$ cat config.mk
export PLATFORM = sky130hd
export DESIGN_NAME = snoop_bus_arbiter
export DESIGN_NICKNAME = d
export VERILOG_FILES = /design/src/rtl/snoop_bus_arbiter.sv
export SDC_FILE = /design/constraint.sdc
export NUM_CORES = 1
export LEC_CHECK = 0
export CORE_AREA = 2 2 145 147
export CTS_CLUSTER_SIZE = 24
export DETAILED_ROUTE_END_ITERATION = 10
export DIE_AREA = 0 0 147 149
export SLEW_MARGIN = 20
export SYNTH_ARGS = -nofsm -noshare
export SYNTH_HDL_FRONTEND = slang
export SYNTH_SLANG_ARGS = --single-unit
$ cat constraint.sdc
create_clock -name CLK -period 1.69 [get_ports CLK]
set_input_delay 0.338 -clock CLK [delete_from_list [all_inputs] [get_ports CLK]]
set_output_delay 0.338 -clock CLK [all_outputs]
set_load 0.02 [all_outputs]
$ cat src/rtl/snoop_bus_arbiter.sv
// Snooping bus controller for CPUS private caches sharing one single-ported
// data memory. It arbitrates coherence transactions round-robin, broadcasts
// snoops to the non-requesting caches, and services each miss either from
// memory or cache-to-cache. A cache-to-cache transfer writes the dirty line
// back to memory in the same cycle. A requester keeps the bus locked by
// holding cctrans.
module snoop_bus_arbiter #(
    parameter int unsigned CPUS          = 2,
    parameter int unsigned WORD_W        = 32,
    parameter int unsigned SNOOP_TIMEOUT = 8
) (
    input  logic                     CLK,
    input  logic                     RST,
    input  logic                     dwait,
    input  logic [WORD_W-1:0]        dload,
    output logic                     dREN,
    output logic                     dWEN,
    output logic [WORD_W-1:0]        dstore,
    output logic [WORD_W-1:0]        daddr,
    input  logic [CPUS-1:0]          ccif_dREN,
    input  logic [CPUS-1:0]          ccif_dWEN,
    input  logic [CPUS*WORD_W-1:0]   ccif_dstore,
    input  logic [CPUS*WORD_W-1:0]   ccif_daddr,
    input  logic [CPUS-1:0]          ccif_cctrans,
    input  logic [CPUS-1:0]          ccif_ccwrite,
    input  logic [CPUS-1:0]          ccif_halt,
    input  logic [CPUS-1:0]          ccif_flushed,
    output logic [CPUS-1:0]          ccif_dwait,
    output logic [CPUS*WORD_W-1:0]   ccif_dload,
    output logic [CPUS-1:0]          ccif_ccwait,
    output logic [CPUS-1:0]          ccif_ccinv,
    output logic [CPUS*WORD_W-1:0]   ccif_ccsnoopaddr,
    output logic [CPUS-1:0]          grant,
    output logic                     sys_halt
);

    localparam int unsigned IDX_W = (CPUS > 1) ? $clog2(CPUS) : 1;
    localparam int unsigned CNT_W = (SNOOP_TIMEOUT > 1) ? $clog2(SNOOP_TIMEOUT) : 1;

    typedef enum logic [2:0] {
        S_IDLE,
        S_WB,
        S_SNOOP,
        S_C2C,
        S_MEMRD,
        S_HOLD
    } state_t;

    state_t            state_q;
    logic [IDX_W-1:0]  req_q;
    logic [IDX_W-1:0]  rr_ptr_q;
    logic [CPUS-1:0]   ack_set_q;
    logic              dirty_vld_q;
    logic [IDX_W-1:0]  dirty_idx_q;
    logic [CNT_W-1:0]  tcnt_q;
    logic              sys_halt_q;

    logic [WORD_W-1:0] c_addr  [CPUS];
    logic [WORD_W-1:0] c_store [CPUS];

    logic              pick_vld;
    logic [IDX_W-1:0]  pick_idx;
    logic [CPUS-1:0]   req_oh;
    logic [CPUS-1:0]   ack_now;
    logic [CPUS-1:0]   dirty_now;
    logic [IDX_W-1:0]  dirty_first;
    logic              snoop_exit;
    logic              snoop_dirty;

    for (genvar g = 0; g < CPUS; g++) begin : g_unpack
        assign c_addr[g]  = ccif_daddr[g*WORD_W +: WORD_W];
        assign c_store[g] = ccif_dstore[g*WORD_W +: WORD_W];
    end

    assign req_oh      = CPUS'(1) << req_q;
    assign ack_now     = ccif_cctrans & ~req_oh;
    assign dirty_now   = ccif_cctrans & ccif_dWEN & ~req_oh;
    assign snoop_exit  = (&(ack_set_q | ack_now | req_oh)) ||
                         (tcnt_q == CNT_W'(SNOOP_TIMEOUT - 1));
    assign snoop_dirty = dirty_vld_q | (|dirty_now);
    assign sys_halt    = sys_halt_q;

    // Round-robin pick: first requester at or after rr_ptr, wrapping around.
    always_comb begin
        int unsigned      cand;
        logic [IDX_W-1:0] cand_idx;
        pick_vld = 1'b0;
        pick_idx = '0;
        cand     = 0;
        cand_idx = '0;
        for (int unsigned k = 0; k < CPUS; k++) begin
            cand     = (32'(rr_ptr_q) + k) % CPUS;
            cand_idx = IDX_W'(cand);
            if (!pick_vld && ccif_cctrans[cand_idx]) begin
                pick_vld = 1'b1;
                pick_idx = cand_idx;
            end
        end
    end

    // Lowest-index dirty snooper among this cycle's dirty acks.
    always_comb begin
        dirty_first = '0;
        for (int unsigned k = CPUS; k > 0; k--) begin
            if (dirty_now[IDX_W'(k - 1)]) begin
                dirty_first = IDX_W'(k - 1);
            end
        end
    end

    // Bus controller state machine and arbitration bookkeeping.
    always_ff @(posedge CLK or posedge RST) begin
        if (RST) begin
            state_q     <= S_IDLE;
            req_q       <= '0;
            rr_ptr_q    <= '0;
            ack_set_q   <= '0;
            dirty_vld_q <= 1'b0;
            dirty_idx_q <= '0;
            tcnt_q      <= '0;
            sys_halt_q  <= 1'b0;
        end else begin
            sys_halt_q <= (state_q == S_IDLE) && (&ccif_halt) && (&ccif_flushed);
            case (state_q)
                S_IDLE: begin
                    if (pick_vld) begin
                        req_q <= pick_idx;
                        if (ccif_dWEN[pick_idx]) begin
                            state_q <= S_WB;
                        end else if (ccif_dREN[pick_idx]) begin
                            state_q <= S_SNOOP;
                        end
                    end
                end
                S_WB: begin
                    if (!dwait) state_q <= S_HOLD;
                end
                S_SNOOP: begin
                    ack_set_q <= ack_set_q | ack_now;
                    tcnt_q    <= tcnt_q + CNT_W'(1);
                    if (!dirty_vld_q && (|dirty_now)) begin
                        dirty_vld_q <= 1'b1;
                        dirty_idx_q <= dirty_first;
                    end
                    // dirty_idx_q survives the exit so C2C can use it.
                    if (snoop_exit) begin
                        ack_set_q   <= '0;
                        dirty_vld_q <= 1'b0;
                        tcnt_q      <= '0;
                        state_q     <= snoop_dirty ? S_C2C : S_MEMRD;
                    end
                end
                S_C2C: begin
                    if (!dwait) state_q <= S_HOLD;
                end
                S_MEMRD: begin
                    if (!dwait) state_q <= S_HOLD;
                end
                S_HOLD: begin
                    if (!ccif_cctrans[req_q]) begin
                        state_q  <= S_IDLE;
                        rr_ptr_q <= (req_q == IDX_W'(CPUS - 1)) ? '0 : req_q + IDX_W'(1);
                    end else if (ccif_dWEN[req_q]) begin
                        state_q <= S_WB;
                    end else if (ccif_dREN[req_q]) begin
                        state_q <= S_SNOOP;
                    end
                end
                default: state_q <= S_IDLE;
            endcase
        end
    end

    // Memory and per-cache outputs decoded from the registered state.
    always_comb begin
        dREN             = 1'b0;
        dWEN             = 1'b0;
        dstore           = '0;
        daddr            = '0;
        ccif_dwait       = '1;
        ccif_dload       = '0;
        ccif_ccwait      = '0;
        ccif_ccinv       = '0;
        ccif_ccsnoopaddr = '0;
        grant            = (state_q == S_IDLE) ? '0 : req_oh;
        case (state_q)
            S_WB: begin
                dWEN              = 1'b1;
                daddr             = c_addr[req_q];
                dstore            = c_store[req_q];
                ccif_dwait[req_q] = dwait;
            end
            S_SNOOP: begin
                for (int unsigned j = 0; j < CPUS; j++) begin
                    if (IDX_W'(j) != req_q) begin
                        ccif_ccwait[IDX_W'(j)]                 = 1'b1;
                        ccif_ccinv[IDX_W'(j)]                  = ccif_ccwrite[req_q];
                        ccif_ccsnoopaddr[j*WORD_W +: WORD_W]   = c_addr[req_q];
                    end
                end
            end
            S_C2C: begin
                dWEN                                     = 1'b1;
                daddr                                    = c_addr[dirty_idx_q];
                dstore                                   = c_store[dirty_idx_q];
                ccif_dload[32'(req_q)*WORD_W +: WORD_W]  = c_store[dirty_idx_q];
                ccif_dwait[req_q]                        = dwait;
                ccif_dwait[dirty_idx_q]                  = dwait;
                ccif_ccwait[dirty_idx_q]                 = 1'b1;
            end
            S_MEMRD: begin
                dREN                                     = 1'b1;
                daddr                                    = c_addr[req_q];
                ccif_dload[32'(req_q)*WORD_W +: WORD_W]  = dload;
                ccif_dwait[req_q]                        = dwait;
            end
            default: ;
        endcase
    end

endmodule

==> metrics.md <==
| Metric | Value |
|---|---|
| Arrival time at the worst endpoint | 1930 ps |
| Power Density | 1960 mW/mm² |
| Worst-Margin Slew | 553 ps |
| Synth warn | 0 |
| Failing checks | setup timing |
| Reg2reg end | state_q[1] |
| Slowest-stage cell, CP | dfrtp_1 |
| IO Port Bufs | 377 |
| Critical Path Start | state_q[0] |
| Post-DP HPWL | 17.6 mm |
| Clock share of power | 2.0% |
| CP Buf/Inv Count | 5 |
| Clock sink count | 13 |
| 1st-iter DRT viols | 173 |
| Fmax | 441 MHz |
| H-tree lvl count | 1 |
| Gpl congestion | 0.822 |
| Reg clk slew, reported paths | 50 ps |
| Synth Net Count | 696 |
| Gr ovfl total | 0 |
| P_sw | 10.9 mW |
| Min-Delay Path Class | input port to asynchronous set/reset pin |
| Cells on worst reg2reg path | 8 |
| Die W | 147 µm |
| Total Power | 23.8 mW |
| Drt drc | 0 |
| CTS Hold Bufs | 0 |
| Clk_lat worst skew | 240 ps |
| Total wire length | 26.9 mm |
| Num rows | 53 |
| Synth Flop Type | dfrtp_1 |
| Status | finished, violations left |
| Layout cells sized above 1 | 69.3% |
| Via count of the routed design | 6,196 |
| Vias in the first global route | 6,317 |
| Relative slew slack | 63.1% |
| Vias per cell | 4.55 |
| Setup crit start kind | flop |
| Slew Viols, Final | 0 |
| Clk_skew | 0.491 ps |
| Tcrit/Tclk final | 134% |
| IO Pins | 378 |
| Die area | 0.0219 mm² |
| Vert. Die Dim | 149 µm |
| Overall Global Routing Usage | 21.5% |
| Comb pwr share | 95.5% |
| Power Internal | 12.9 mW |
| CP Capture Type | output port |
| CP Cell Sequence | buf_6 -> xnor2_4 -> o32ai_4 -> buf_6 -> buf_12 -> buf_8 -> a22o_4 -> buf_12 |
| Synth top area cells | nor2_1 13%, a21oi_1 12%, mux2i_1 11%, dfrtp_1 10%, nand2_1 9.5% |
| Seq pwr share | 2.5% |
| Clock tree buffer depth | 2 |
| Post-DR wirelength/cell | 19.7 µm |
| CP top delay family | buffers and inverters |
| CP max stage delay | 410 ps |
| Final WS setup | -579 ps |
| Mapped cell area | 0.00311 mm² |
| Yosys cell types | 45 |
| Initial antenna violation count | 0 |
| Hold_ws | 443 ps |
| Clock root buffer master | clkbuf_16 |
| Mapped Cells | 519 |
| Min Tclk post-route | 2270 ps |
| WP depth | 8 |
| Post-synth ARST share | 100% |
| Initial core utilization | 15.1% |
| Core box area | 0.0206 mm² |
| Largest net degree at the start of global routing | 34 |
| R2R setup slack | -550 ps |
| RSZ-0062 raised after global routing | yes |
| Area grow syn2layout | 290% |
| Biggest area consumer among synthesized cells | nor2_1 |
| Switching fraction of total power | 45.9% |
| EDFF count, synth | 0 |
| CP Class | flop to output port |
| Top cell type's share of synthesized area | 13.2% |
| Reg2reg start | state_q[1] |
| Synth Register Bits | 13 |
| WP data required | 1350 ps |
| Max-Cap Viols | 0 |
| CP max FO | 6 |
| Nets@finish | 1,266 |
| Pre-antenna DRT Iters | 5 |
| CP endpoint | daddr[30] |
| VDD IR-drop max | 1.09 mV |
| Hold Fails Final Rpt | 0 |
| TritonCTS buffer count | 3 |
| Mapped Avg Cell Area | 5.99 µm² |
| Lkg Pwr | 5.16 nW |
| Routed Antenna Nets | 0 |
| N_diodes | 0 |
| Seq/Total Area, Yosys | 10.5% |
| CTS tree | yes |
| First-pass GRT wire length | 36.8 mm |
| Final setup viols | 209 |
## sequential cells by signal (all words and copies together), names as in the netlist
signal	count
dirty_idx_q	1
sys_halt	1
dirty_vld_q	1
state_q	3
ack_set_q	2
tcnt_q	3
rr_ptr_q	1
req_q	1
## placed cells by master, fill, tap and decap left out, types with 10 or more instances in the layout
master,count
clkdlybuf4s15_2,30
buf_8,14
mux2i_4,10
buf_12,47
buf_6,161
and3_4,11
a21oi_2,18
nand2_2,14
nand2_4,20
clkdlybuf4s50_1,176
buf_2,28
nor2_1,16
a22o_1,13
dfrtp_1,11
and2_2,31
buf_4,141
mux2i_1,15
a22o_4,19
and3_1,14
nand2_1,44
buf_16,12
a21oi_4,47
nor2_4,82
nor2_2,11
## cell usage after synthesis, types with 2 or more instances
library cell and number:
nor3_1 2, and3_1 34, nand2b_1 5, nor2b_1 3
clkbuf_1 33, inv_1 2, o31ai_1 2, a22o_1 32
ha_1 2, o21ai_0 7, and2_1 37, dfrtp_1 13
buf_1 7, a21oi_1 73, nand3_1 3, mux2i_1 33
nand2_1 79, o21bai_1 2, o22ai_1 2, mux2_4 3
buf_2 12, nor2_1 109, nand3b_1 2
## metal layers
metal / vias up / wire length, µm / GRT usage, %
li1: 2932 / - / -
met1: 2949 / 10000 / 24.3
met2: 284 / 14600 / 42.2
met3: 31 / 1790 / 4.04
met4: 0 / 478 / 3.85
met5: - / 0 / 0
## how the worst min path moves through the flow
| stage | from | end | slack [ps] |
|---|---|---|---|
| finish | RST | rr_ptr_q | 440 |
| global route | RST | rr_ptr_q | 510 |
| CTS | RST | ack_set_q[0] | 470 |
| detailed placement | tcnt_q[2] | tcnt_q[2] | 460 |
| global placement | tcnt_q[1] | tcnt_q[1] | 450 |
| floorplan | RST | ack_set_q[0] | 210 |
## timing repair
item / in CTS / in global routing
gates resized for setup: 1029 / 223
pin swaps: 14 / 60
buffers inserted: 80 / 35
gates cloned: 15 / 6
endpoints found under the setup margin: 212 / 212
## power by group through the flow
stage | Sequential, mW | Combinational (mW) | Clock, mW
2_1_floorplan | 0.516 | 8.74 | 0
3_3_place_gp | 0.593 | 15.1 | 0
3_5_place_dp | 0.590 | 15.2 | 0
4_1_cts | 0.593 | 19.7 | 0.470
5_1_grt | 0.609 | 23.7 | 0.499
6_report | 0.590 | 22.7 | 0.470
## per-stage QoR
stage	cell area (µm²)	utilization (%)	cells	worst slack, ps	TNS (ps)
after global routing	12100	58.9	1363	-653	-103720
after CTS	10900	53.2	1330	-610	-89400
final	12100	58.9	1363	-579	-87510
after floorplan	4480	-	519	-149	-14330
after detailed placement	9370	45.6	1233	-695	-117320
after global placement	9370	45.6	1233	-690	-114950
## layout make-up
cell class | instances | area (µm²)
clock buffers | 4 | 78.8
fillers | 1696 | 8450
inverters | 2 | 7.51
multi-input cells | 451 | 4560
flip-flops and latches | 13 | 328
well taps | 275 | 344
repair buffers | 618 | 6790
## worst register-to-register path, delay by kind of cell (launching register included)
| family | cells | cell delay [ps] |
|---|---|---|
| buf+inv | 4 | 710 |
| flops | 1 | 390 |
| mux | 1 | 320 |
| simple gates | 3 | 700 |
## logic make-up after synthesis
group | Yosys count | share of synthesized area [%]
compound gates | 129 | 26.7
xor+xnor | 1 | 0.282
fa+ha+maj | 2 | 0.805
buf+inv | 55 | 7.37
flops | 13 | 10.5
mux | 37 | 12.4
simple gates | 282 | 42.0
Power figures use the tool's default switching activity.
